File: src/rtl/filtered_data_uart_tx_if.sv
// Stream handshake between the filter output port and the UART sink.
// A word transfers on a rising edge where input_a_stb and input_a_ack are both high.
interface filtered_data_uart_tx_if;
    logic [31:0] input_a;
    logic        input_a_stb;
    logic        input_a_ack;

    modport master (
        output input_a,
        output input_a_stb,
        input  input_a_ack
    );

    modport slave (
        input  input_a,
        input  input_a_stb,
        output input_a_ack
    );
endinterface

File: src/rtl/filtered_data_uart_tx.sv
// UART 8N1 sink for 32-bit filtered samples: optional sync byte, then the word MSB byte first.
// Every output is registered; the accepted word is held until the last stop bit completes.
//
// state | meaning
// IDLE  | ack high, waiting for a strobe; line idle high
// START | start bit (low) for CLKS_PER_BIT cycles
// DATA  | eight data bits, LSB first, CLKS_PER_BIT cycles each
// STOP  | stop bit (high); then next byte or back to IDLE
module filtered_data_uart_tx #(
    parameter int unsigned CLKS_PER_BIT = 434,
    parameter int unsigned SYNC_EN      = 1,
    parameter logic [7:0]  SYNC_BYTE    = 8'hA5
) (
    input  logic                    clk,
    input  logic                    rst,
    filtered_data_uart_tx_if.slave  src,
    output logic                    o_uart_tx,
    output logic                    o_busy
);

    localparam int CNT_W = (CLKS_PER_BIT > 1) ? $clog2(CLKS_PER_BIT) : 1;
    localparam logic [CNT_W-1:0] CNT_MAX   = CNT_W'(CLKS_PER_BIT - 1);
    localparam logic [2:0]       SYNC_OFS  = (SYNC_EN != 0) ? 3'd1 : 3'd0;
    localparam logic [2:0]       LAST_BYTE = 3'd3 + SYNC_OFS;

    localparam logic [1:0] IDLE  = 2'd0;
    localparam logic [1:0] START = 2'd1;
    localparam logic [1:0] DATA  = 2'd2;
    localparam logic [1:0] STOP  = 2'd3;

    logic [1:0]       state;
    logic [CNT_W-1:0] baud_cnt;
    logic [2:0]       bit_idx;
    logic [2:0]       byte_idx;
    logic [31:0]      word;
    logic             tx_q;
    logic             ack_q;
    logic             busy_q;

    logic [2:0]       data_idx;
    logic [7:0]       cur_byte;
    logic             bit_done;

    // Byte selection is combinational from the held word, so the serialiser needs no shifter.
    always_comb begin
        data_idx = byte_idx - SYNC_OFS;
        cur_byte = word[31:24];
        if ((SYNC_OFS != 3'd0) && (byte_idx == 3'd0)) begin
            cur_byte = SYNC_BYTE;
        end else begin
            case (data_idx)
                3'd1:    cur_byte = word[23:16];
                3'd2:    cur_byte = word[15:8];
                3'd3:    cur_byte = word[7:0];
                default: cur_byte = word[31:24];
            endcase
        end
    end

    assign bit_done = (baud_cnt == CNT_MAX);

    always_ff @(posedge clk) begin
        if (rst) begin
            state    <= IDLE;
            baud_cnt <= '0;
            bit_idx  <= 3'd0;
            byte_idx <= 3'd0;
            word     <= 32'd0;
            tx_q     <= 1'b1;
            ack_q    <= 1'b0;
            busy_q   <= 1'b0;
        end else begin
            case (state)
                IDLE: begin
                    baud_cnt <= '0;
                    if (src.input_a_stb && ack_q) begin
                        word     <= src.input_a;
                        ack_q    <= 1'b0;
                        busy_q   <= 1'b1;
                        byte_idx <= 3'd0;
                        bit_idx  <= 3'd0;
                        tx_q     <= 1'b0;
                        state    <= START;
                    end else begin
                        ack_q <= 1'b1;
                    end
                end

                START: begin
                    if (bit_done) begin
                        baud_cnt <= '0;
                        bit_idx  <= 3'd0;
                        tx_q     <= cur_byte[0];
                        state    <= DATA;
                    end else begin
                        baud_cnt <= baud_cnt + 1'b1;
                    end
                end

                DATA: begin
                    if (bit_done) begin
                        baud_cnt <= '0;
                        if (bit_idx == 3'd7) begin
                            tx_q  <= 1'b1;
                            state <= STOP;
                        end else begin
                            bit_idx <= bit_idx + 3'd1;
                            tx_q    <= cur_byte[bit_idx + 3'd1];
                        end
                    end else begin
                        baud_cnt <= baud_cnt + 1'b1;
                    end
                end

                STOP: begin
                    if (bit_done) begin
                        baud_cnt <= '0;
                        if (byte_idx == LAST_BYTE) begin
                            busy_q <= 1'b0;
                            ack_q  <= 1'b1;
                            state  <= IDLE;
                        end else begin
                            // Next start bit follows the stop bit directly, no gap.
                            byte_idx <= byte_idx + 3'd1;
                            tx_q     <= 1'b0;
                            state    <= START;
                        end
                    end else begin
                        baud_cnt <= baud_cnt + 1'b1;
                    end
                end

                default: begin
                    baud_cnt <= '0;
                    tx_q     <= 1'b1;
                    state    <= IDLE;
                end
            endcase
        end
    end

    assign src.input_a_ack = ack_q;
    assign o_uart_tx       = tx_q;
    assign o_busy          = busy_q;

endmodule

File: src/flat_wrapper.sv
// flat-port wrapper written by rule: the top's interface ports become plain ports
module filtered_data_uart_tx_flat 
#(
    parameter int unsigned CLKS_PER_BIT = 434,
    parameter int unsigned SYNC_EN      = 1,
    parameter logic [7:0]  SYNC_BYTE    = 8'hA5
)
  (clk, rst, o_uart_tx, o_busy, src_input_a, src_input_a_stb, src_input_a_ack);
  filtered_data_uart_tx_if src_i ();
  input  logic clk;
  input  logic rst;
  output logic o_uart_tx;
  output logic o_busy;
  input wire logic [$bits(src_i.input_a)-1:0] src_input_a;
  input wire logic [$bits(src_i.input_a_stb)-1:0] src_input_a_stb;
  output wire logic [$bits(src_i.input_a_ack)-1:0] src_input_a_ack;
  assign src_i.input_a = src_input_a;
  assign src_i.input_a_stb = src_input_a_stb;
  assign src_input_a_ack = src_i.input_a_ack;
  filtered_data_uart_tx #(.CLKS_PER_BIT(CLKS_PER_BIT), .SYNC_EN(SYNC_EN), .SYNC_BYTE(SYNC_BYTE)) u_core (.clk(clk), .rst(rst), .src(src_i), .o_uart_tx(o_uart_tx), .o_busy(o_busy));
endmodule
File: config.mk
export PLATFORM = sky130hd
export DESIGN_NAME = filtered_data_uart_tx_flat
export DESIGN_NICKNAME = d
export VERILOG_FILES = /design/src/rtl/filtered_data_uart_tx_if.sv /design/src/rtl/filtered_data_uart_tx.sv /design/src/flat_wrapper.sv
export SDC_FILE = /design/constraint.sdc
export NUM_CORES = 1
export LEC_CHECK = 0
export CORE_MARGIN = 8
export CORE_UTILIZATION = 35
export DETAILED_ROUTE_END_ITERATION = 10
export GPL_ROUTABILITY_DRIVEN = 0
export PLACE_DENSITY = 0.6
export SYNTH_ARGS = -nofsm -noshare
export SYNTH_HDL_FRONTEND = slang
export SYNTH_SLANG_ARGS = --single-unit
File: constraint.sdc
create_clock -name clk -period 4.3 [get_ports clk]
set_input_delay 0.86 -clock clk [delete_from_list [all_inputs] [get_ports clk]]
set_output_delay 0.86 -clock clk [all_outputs]
set_load 0.02 [all_outputs]
=== Word-level counts from Yosys, hierarchy flattened ===
Cells that the tools add are included.
Widths: inputs -> output; s select.

* Equality and inequality tests: 17
* Magnitude comparators: 1
* Reduce and logical (&&, ||, !) cells: 13
* Multiplexer cells: 36
* Add/subtract/negate cells: 4

{| class="wikitable"
|+ Operator list
! cell !! number
|-
| $pmux 8 s3 || 1
|-
| $mux 3 || 6
|-
| $pmux 9 s2 || 1
|-
| $reduce_and 5->1 || 3
|-
| $mux 1 || 14
|-
| $ne 2x1->1 const B || 6
|-
| $mux 2 || 5
|-
| $add 9x1->9 const B || 1
|-
| $eq 9x9->1 const B || 1
|-
| $mux 9 || 1
|-
| $pmux 3 s3 || 1
|-
| $mux 8 || 1
|-
| $pmux 2 s4 || 1
|-
| $reduce_and 4->1 || 2
|-
| $add 3x1->3 const B || 2
|-
| $eq 3x2->1 const B || 2
|-
| $eq 3x3->1 const B || 2
|-
| $pmux 3 s2 || 1
|-
| $eq 2x2->1 const B || 2
|-
| $lt 3x4->1 const B || 1
|-
| $ne 2x2->1 const B || 2
|-
| $pmux 1 s2 || 2
|-
| $pmux 1 s4 || 1
|-
| $bmux 1 s3 || 1
|-
| 11 further kinds || 11
|}

* Input port bits: 35
* Register bits: 52

=== Logic depth before layout (Yosys ltp) ===
Gate-level depths: netlist (run 1).

* Depth after elaboration: 9
* Gate-level depth with buffers: 10
* Mapped depth without buffers: 8

=== Worst setup path after synthesis (run 1) ===
Ideal clock, no wire load.

* Path type: reg2reg
* Start point: reg u_core.byte_idx[0]
* End point: reg u_core.tx_q, in the netlist u_core.o_uart_tx
* Required time: 4.222 ns
* Buffers on the path: 0
* Arrival time: 1.933 ns
* Cell stages (with the launch flop): 9
* Slack: 2.289 ns
* Path through: dfxtp_1 -> inv_1 -> ha_1 -> xor2_2 -> or3_1 -> a21o_1 -> a221oi_1 -> o2111ai_1 -> a32oi_1

* Cells in the longest elaborated chain, start to end: 9
* Elaborated cells on any way between the ends: 16

{| class="wikitable"
|+ RTL lines
! what !! RTL line !! source
|-
| start: declaration || filtered_data_uart_tx.sv:34 || <nowiki>logic [2:0] byte_idx;</nowiki>
|-
| start signal: assignment || filtered_data_uart_tx.sv:124 || <nowiki>byte_idx <= byte_idx + 3'd1;</nowiki>
|-
| $sub 3x1->3 || filtered_data_uart_tx.sv:46 || <nowiki>data_idx = byte_idx - SYNC_OFS;</nowiki>
|-
| $eq 3x2->1 or $eq 3x1->1 (tied branches) || filtered_data_uart_tx.sv:51 || <nowiki>case (data_idx)</nowiki>
|-
| $pmux 8 s3 || filtered_data_uart_tx.sv:51 ||
|-
| $mux 8 || filtered_data_uart_tx.sv:48 || <nowiki>if ((SYNC_OFS != 3'd0) && (byte_idx == 3'd0)) begin</nowiki>
|-
| $bmux 1 s3 || filtered_data_uart_tx.sv:108 || <nowiki>tx_q <= cur_byte[bit_idx + 3'd1];</nowiki>
|-
| $mux 1 (not written as such) || filtered_data_uart_tx.sv:108 ||
|-
| $mux 1 || filtered_data_uart_tx.sv:103 || <nowiki>if (bit_idx == 3'd7) begin</nowiki>
|-
| $mux 1 || filtered_data_uart_tx.sv:101 || <nowiki>if (bit_done) begin</nowiki>
|-
| $pmux 1 s4 || filtered_data_uart_tx.sv:73 || <nowiki>case (state)</nowiki>
|-
| end signal: assignment || filtered_data_uart_tx.sv:93 || <nowiki>tx_q <= cur_byte[0];</nowiki>
|-
| end signal: assignment || filtered_data_uart_tx.sv:108 ||
|-
| end: declaration || filtered_data_uart_tx.sv:36 || <nowiki>logic tx_q;</nowiki>
|}

Parallel ways exist; a longest one is shown, timed or not. The select of a mux whose other input is x is not followed.
A chain may end at the register's enable or synchronous reset.

=== Final worst setup path (run 1) ===
* Start point: in src_input_a_stb
* End point: reg u_core.word[16]

* Cells in the longest elaborated chain, start to end: 2

{| class="wikitable"
|+ RTL lines
! what !! RTL line !! source
|-
| start: declaration || flat_wrapper.sv:15 || <nowiki>input wire logic [$bits(src_i.input_a_stb)-1:0] src_input_a_stb;</nowiki>
|-
| $logic_and 1x1->1 || filtered_data_uart_tx.sv:76 || <nowiki>if (src.input_a_stb && ack_q) begin</nowiki>
|-
| $reduce_and 2->1 (no source line) || -- ||
|-
| end signal: assignment || filtered_data_uart_tx.sv:77 || <nowiki>word <= src.input_a;</nowiki>
|-
| end: declaration || filtered_data_uart_tx.sv:35 || <nowiki>logic [31:0] word;</nowiki>
|}

Every way passes these cells.

==> results of run 1 <==
## worst max-delay path by stage
stage,depth (start not counted),slack [ps],endpoint,startpoint
3_5_place_dp,4,1560,u_core.word[16],src_input_a_stb
6_report,4,1880,u_core.word[16],src_input_a_stb
5_1_grt,8,1680,u_core.o_uart_tx,u_core.byte_idx[0]
2_1_floorplan,8,2290,u_core.o_uart_tx,u_core.byte_idx[0]
3_3_place_gp,4,1620,u_core.word[3],src_input_a_stb
4_1_cts,4,1880,u_core.word[16],src_input_a_stb
## worst reg2reg max path, cell delays in order, from the launching register on
cell,delay (ps)
dfxtp_1,360
inv_1,110
ha_1,500
a222oi_1,210
or3_1,360
a21o_1,170
a221oi_1,290
o2111ai_1,140
a32oi_1,180
## Yosys cell counts (all sizes together)
| library cell | n |
|---|---|
| a222oi | 8 |
| nand3b | 1 |
| or3 | 4 |
| and2b | 1 |
| nor4b | 1 |
| xor2 | 4 |
| o311ai | 1 |
| a2111oi | 1 |
| a221oi | 2 |
| nor3b | 1 |
| a31oi | 1 |
| a21bo | 1 |
| and2 | 3 |
| and3 | 5 |
| xnor2 | 5 |
| o21ai | 8 |
| a21oi | 47 |
| a21o | 1 |
| dfxtp | 52 |
| or2 | 1 |
| o21bai | 1 |
| clkbuf | 15 |
| ha | 13 |
| mux2i | 2 |
| nor2 | 21 |
| nor3 | 7 |
| o2111ai | 2 |
| nand3 | 7 |
| inv | 8 |
| nand2b | 2 |
| and4 | 1 |
| nand2 | 76 |
| nor4 | 1 |
| nand4 | 1 |
| buf | 3 |
| a211oi | 2 |
| a32oi | 1 |
| a311oi | 1 |
## cells by family after synthesis
| logic type | share of synthesized area (%) |
|---|---|
| DFF | 41.48 |
| buffers and inverters | 5.135 |
| and+or+nand+nor | 23.73 |
| AOI/OAI and AO/OA | 18.94 |
| muxes | 0.7976 |
| adders and majority gates | 6.481 |
| xor gates and xnor gates | 3.440 |
## flip-flops by register name, indices dropped and copies added (netlist names)
signal / cells
u_core.src.input_a_ack: 1
u_core.o_uart_tx: 1
u_core.state: 2
u_core.bit_idx: 3
u_core.o_busy: 1
u_core.word: 32
u_core.baud_cnt: 9
u_core.byte_idx: 3
## layer usage
layer,global-route usage [%],routed length [um],up-vias
li1,-,-,1138
met1,14.79,2633,1004
met2,19.92,2793,45
met3,3.453,335,5
met4,4.535,84,0
met5,0,0,-
## through the flow
step	utilization (%)	hold slack, ps	power [mW]	area (um^2)	worst slack, ps
6_report	42.43	461.8	1.419	3012	1885
3_3_place_gp	41.14	442.0	1.138	2920	1620
5_1_grt	42.43	479.1	1.536	3012	1683
3_5_place_dp	41.14	449.4	1.146	2920	1560
2_1_floorplan	-	429.4	1.003	2510	2289
4_1_cts	42.43	462.9	1.434	3012	1881
## layout make-up
type / count / area [um^2] / share of cell area [%]
multi-input cells: 234 / 1340 / 44.50
flip-flops and latches: 52 / 1041 / 34.57
repair buffers: 39 / 385.4 / 12.80
well taps: 99 / 123.9 / 4.113
clock buffers: 6 / 82.58 / 2.742
inverters: 8 / 30.03 / 0.9971
clock inverters: 1 / 8.758 / 0.2908
## power by group
part | switching, mW | leakage [nW] | internal [mW] | total, mW
registers | 0.0499 | 0.423 | 0.555 | 0.605
clock network | 0.157 | 0.0473 | 0.129 | 0.286
logic | 0.318 | 0.573 | 0.210 | 0.528
==> results.py, run 1 <==
metrics = {
    "routing": {
        "vias": 2192,
        "drtIter0Drc": 189,
        "dr.pass1.iters": 4,
        "routed_wl_mm": 5.845,
        "drc_errors": 0,
        "wl_per_cell_um": 13.31,
        "final_antenna_net_count": 0,
        "routed_via_density": 4.993,
    },
    "setup_path": {
        "critPathMaxStageDelay_ps": 950,
        "r2r_cells": 8,
        "worstSetupPathType": "primary input to flip-flop",
        "rr_startpoint": "u_core.byte_idx[0]",
        "crit_buf_inv": 1,
        "crit_arrival_ps": 2650,
        "r2r_end": "u_core.o_uart_tx",
        "r2r_setup_slack_ps": 1910,
        "required_ps": 4530,
        "startpoint_type": "primary input",
        "crit_chain": "clkdlybuf4s50_1 > and3_1 > nand2_1 > a21oi_1",
        "worst_setup_path_end_kind": "flip-flop",
        "crit_path_top_delay_cell": "and3_1",
        "critical_path.top_delay_family": "simple AND/OR/NAND/NOR gates",
        "worstPathMaxFanout": 32,
    },
    "floorplan": {
        "start_util_pct": 35.36,
        "rows": 31,
        "die_w_um": 100.7,
        "pin_count": 38,
        "die_h_um": 100.7,
        "fp.coreArea_um2": 7098,
        "dieArea_um2": 10140,
    },
    "sta": {
        "rsz0062_at_grt": "false",
        "setup_viol": 0,
        "timing.final.crit_share_pct": 56.17,
        "fmax_mhz": 414.0,
        "slew_viol_final": 0,
        "setup_tns_ps": 0,
        "tightestPinTransition_ps": 1173,
        "max_slew_margin_pct": 21.79,
        "hold_viol": 0,
        "clock_skew_ps": 6.654,
        "fin_crit_ps": 2415,
    },
    "synth": {
        "ys_warn_count": 0,
        "netlist-cell-type-count": 45,
        "synth_top_area_cell": "dfxtp_1",
        "yosysSeqAreaShare_pct": 41.48,
        "synth_area_leaders": "dfxtp_1, nand2_1, a21oi_1",
        "yosysTopAreaCellShare_pct": 41.48,
        "avgSynthCellArea_um2": 8.045,
        "ys_seq_elements": 52,
        "synth_fp_nets": 360,
        "synthCells": 312,
        "syn_area_um2": 2510,
    },
    "finish": {
        "layout_common_cells": "nand2_1, dfxtp_1, a21oi_1, clkdlybuf4s50_1, nor2_1",
        "antenna_cells": 0,
        "fin_cells": 439,
        "areaGrowthSynthToFinish_pct": 19.99,
        "fillers": 738,
        "fin_nets": 388,
        "final_common_cell": "nand2_1",
        "drive_above_1_share_pct": 4.706,
    },
    "clocking": {
        "h-tree-depth": 2,
        "path_clk_slew_ps": 90,
        "cts-root-buf": "clkbuf_8",
        "cts_tree": "done",
        "post-cts-setup-buffer-count": 0,
        "cts_sinks": 52,
        "clkLatencyLatePin_ps": 300,
        "ctsLongestPathBuffers": 2,
        "cts_resized": 0,
        "tritoncts.num_buffers": 5,
        "cts_hold_buf": 0,
    },
    "outcome": {
        "status": "finished, final reports clean",
    },
    "placed_design": {
        "place_hpwl_mm": 4.167,
        "io_buffers": 37,
        "dpl.cell_count": 432,
    },
    "pwr": {
        "p_per_area_nw_per_um2": 471.1,
        "p_leak_nw": 1.044,
        "ir_drop_v": 0.0001520,
    },
    "global_route": {
        "grt_pass1_vias": 2164,
        "grt_pass1_wl_mm": 10.03,
        "grt_max_degree": 44,
        "grtUsageTotal_pct": 12.20,
        "grt_overflow": 0,
        "antenna_found_initial": 0,
    },
    "min_path": {
        "hold_end": "u_core.word[1]",
        "whs_path_depth": 2,
        "min_from": "u_core.word[1]",
        "min_path_type": "flip-flop to flip-flop",
    },
    "run": {
        "max_cap_violations": 0,
    },
}
Note: power is estimated with default switching activity, not from simulation.
==> run 2: changes to the inputs <==
Clock period 4.3 ns to 2.4 ns, I/O delays scaled along.
==> run 2 against run 1 <==
- hold slack about the same
- wire length increased by 2.9%
- clock skew increased by 1.6 ps
- non-clock buffer count increased by 2
- critical path depth increased by 4
- first-iteration DRC count decreased by 28%
- count of clock-buffer cells in the layout increased by 1
- core utilization increased by 0.49 points
==> results.py, run 2 (synthesized netlist as in run 1, its figures left out) <==
metrics = {
    "sta": {
        "max_slew_margin_pct": 70.48,
        "tightestPinTransition_ps": 442.9,
        "fmax_mhz": 445.6,
        "whs_ps": 462.0,
        "fin_crit_ps": 2244,
        "setup_tns_ps": 0,
        "timing.final.crit_share_pct": 93.50,
        "slew_viol_final": 0,
        "setup_slack_ps": 155.9,
        "clock_skew_ps": 8.243,
        "hold_viol": 0,
        "setup_viol": 0,
    },
    "setup_path": {
        "startpoint_type": "flip-flop",
        "setup.worst_path.start": "u_core.byte_idx[1]",
        "rr_startpoint": "u_core.byte_idx[1]",
        "r2r_cells": 8,
        "crit_arrival_ps": 2470,
        "r2r_end": "u_core.o_uart_tx",
        "worst_setup_path_end_kind": "flip-flop",
        "required_ps": 2630,
        "worstPathMaxFanout": 10,
        "r2r_setup_slack_ps": 160,
        "worstSetupEndpoint": "u_core.o_uart_tx",
        "worstSetupPathType": "flip-flop to flip-flop",
    },
    "min_path": {
        "min_path_type": "flip-flop to flip-flop",
        "min_from": "u_core.bit_idx[2]",
    },
    "floorplan": {
        "fp.coreArea_um2": 7098,
        "pin_count": 38,
        "die_h_um": 100.7,
        "dieArea_um2": 10140,
        "die_w_um": 100.7,
        "start_util_pct": 35.36,
        "rows": 31,
    },
    "finish": {
        "areaGrowthSynthToFinish_pct": 21.39,
        "fin_util_pct": 42.92,
        "regArea_um2": 1042,
        "multi_input_comb_area_um2": 1365,
        "top_regs": "u_core.word x32, u_core.baud_cnt x9",
        "finalInstanceArea_um2": 3047,
        "largest_reg_flops": 32,
        "fin_nets": 390,
        "fillers": 722,
        "layout_common_cells": "nand2_1, dfxtp_1, a21oi_1, clkdlybuf4s50_1, nor2_1",
        "fin_cells": 442,
        "top_register": "u_core.word",
        "final_common_cell": "nand2_1",
        "antenna_cells": 0,
        "drive_above_1_share_pct": 6.122,
    },
    "routing": {
        "drtIter0Drc": 136,
        "dr.pass1.iters": 4,
        "final_antenna_net_count": 0,
        "vias": 2227,
        "routed_wl_mm": 6.015,
        "wl_per_cell_um": 13.61,
        "routed_via_density": 5.038,
        "drc_errors": 0,
    },
    "global_route": {
        "grtUsageTotal_pct": 12.38,
        "antenna_found_initial": 0,
        "grt_max_degree": 34,
        "grt_pass1_wl_mm": 10.21,
        "grt_overflow": 0,
        "grt_pass1_vias": 2195,
    },
    "clocking": {
        "cts_tree": "done",
        "cts_resized": 0,
        "post-cts-setup-buffer-count": 0,
        "clkLatencyLatePin_ps": 300,
        "path_clk_slew_ps": 90,
        "h-tree-depth": 2,
        "ctsLongestPathBuffers": 2,
        "cts-root-buf": "clkbuf_8",
        "tritoncts.num_buffers": 5,
        "cts_sinks": 52,
        "cts_hold_buf": 0,
    },
    "placed_design": {
        "io_buffers": 37,
        "placed_area_um2": 2935,
        "place_hpwl_mm": 4.398,
        "dpl_worst_slack_ps": 112.0,
        "dpl.cell_count": 434,
    },
    "pwr": {
        "p_leak_nw": 1.042,
        "ir_drop_v": 0.0003001,
        "finalPower_mw": 2.553,
        "p_per_area_nw_per_um2": 838.0,
    },
    "run": {
        "max_cap_violations": 0,
    },
    "outcome": {
        "status": "finished, final reports clean",
    },
}
==> run 2: routing by layer <==
layer / wire length [um] / up-vias / GRT usage (%)
met4: 95 / 0 / 4.070
met1: 2852 / 1039 / 15.69
met5: 0 / - / 0
met3: 212 / 10 / 3.039
met2: 2856 / 35 / 19.92
li1: - / 1143 / -
==> run 2: worst min path at each step <==
stage / endpoint / slack, ps / cells past startpoint
2_1_floorplan: u_core.baud_cnt[0] / 430 / 1
3_3_place_gp: u_core.baud_cnt[0] / 440 / 1
3_5_place_dp: u_core.word[5] / 450 / 2
4_1_cts: u_core.bit_idx[2] / 460 / 2
5_1_grt: u_core.word[4] / 480 / 2
6_report: u_core.bit_idx[2] / 460 / 2
==> run 2: worst max-delay path, cell delays in order, from the launching register on <==
cell	delay [ps]
dfxtp_1	410
inv_1	110
ha_1	240
xor2_4	190
or3_1	400
a21o_1	170
a221oi_1	300
o2111ai_1	150
a32oi_1	190
==> run 2: layout make-up <==
class | count | share of cell area [%]
timing repair buffer | 41 | 13.14
multi-input combinational | 234 | 44.80
inverter | 8 | 0.9856
tap | 99 | 4.066
clock inverter | 1 | 0.2875
clock buffer | 7 | 2.505
sequential | 52 | 34.21
==> run 2: report_power, final <==
| group | switching (mW) | internal (mW) | leakage [nW] |
|---|---|---|---|
| Sequential | 0.0955 | 0.996 | 0.423 |
| Combinational | 0.578 | 0.392 | 0.576 |
| Clock | 0.282 | 0.209 | 0.0424 |
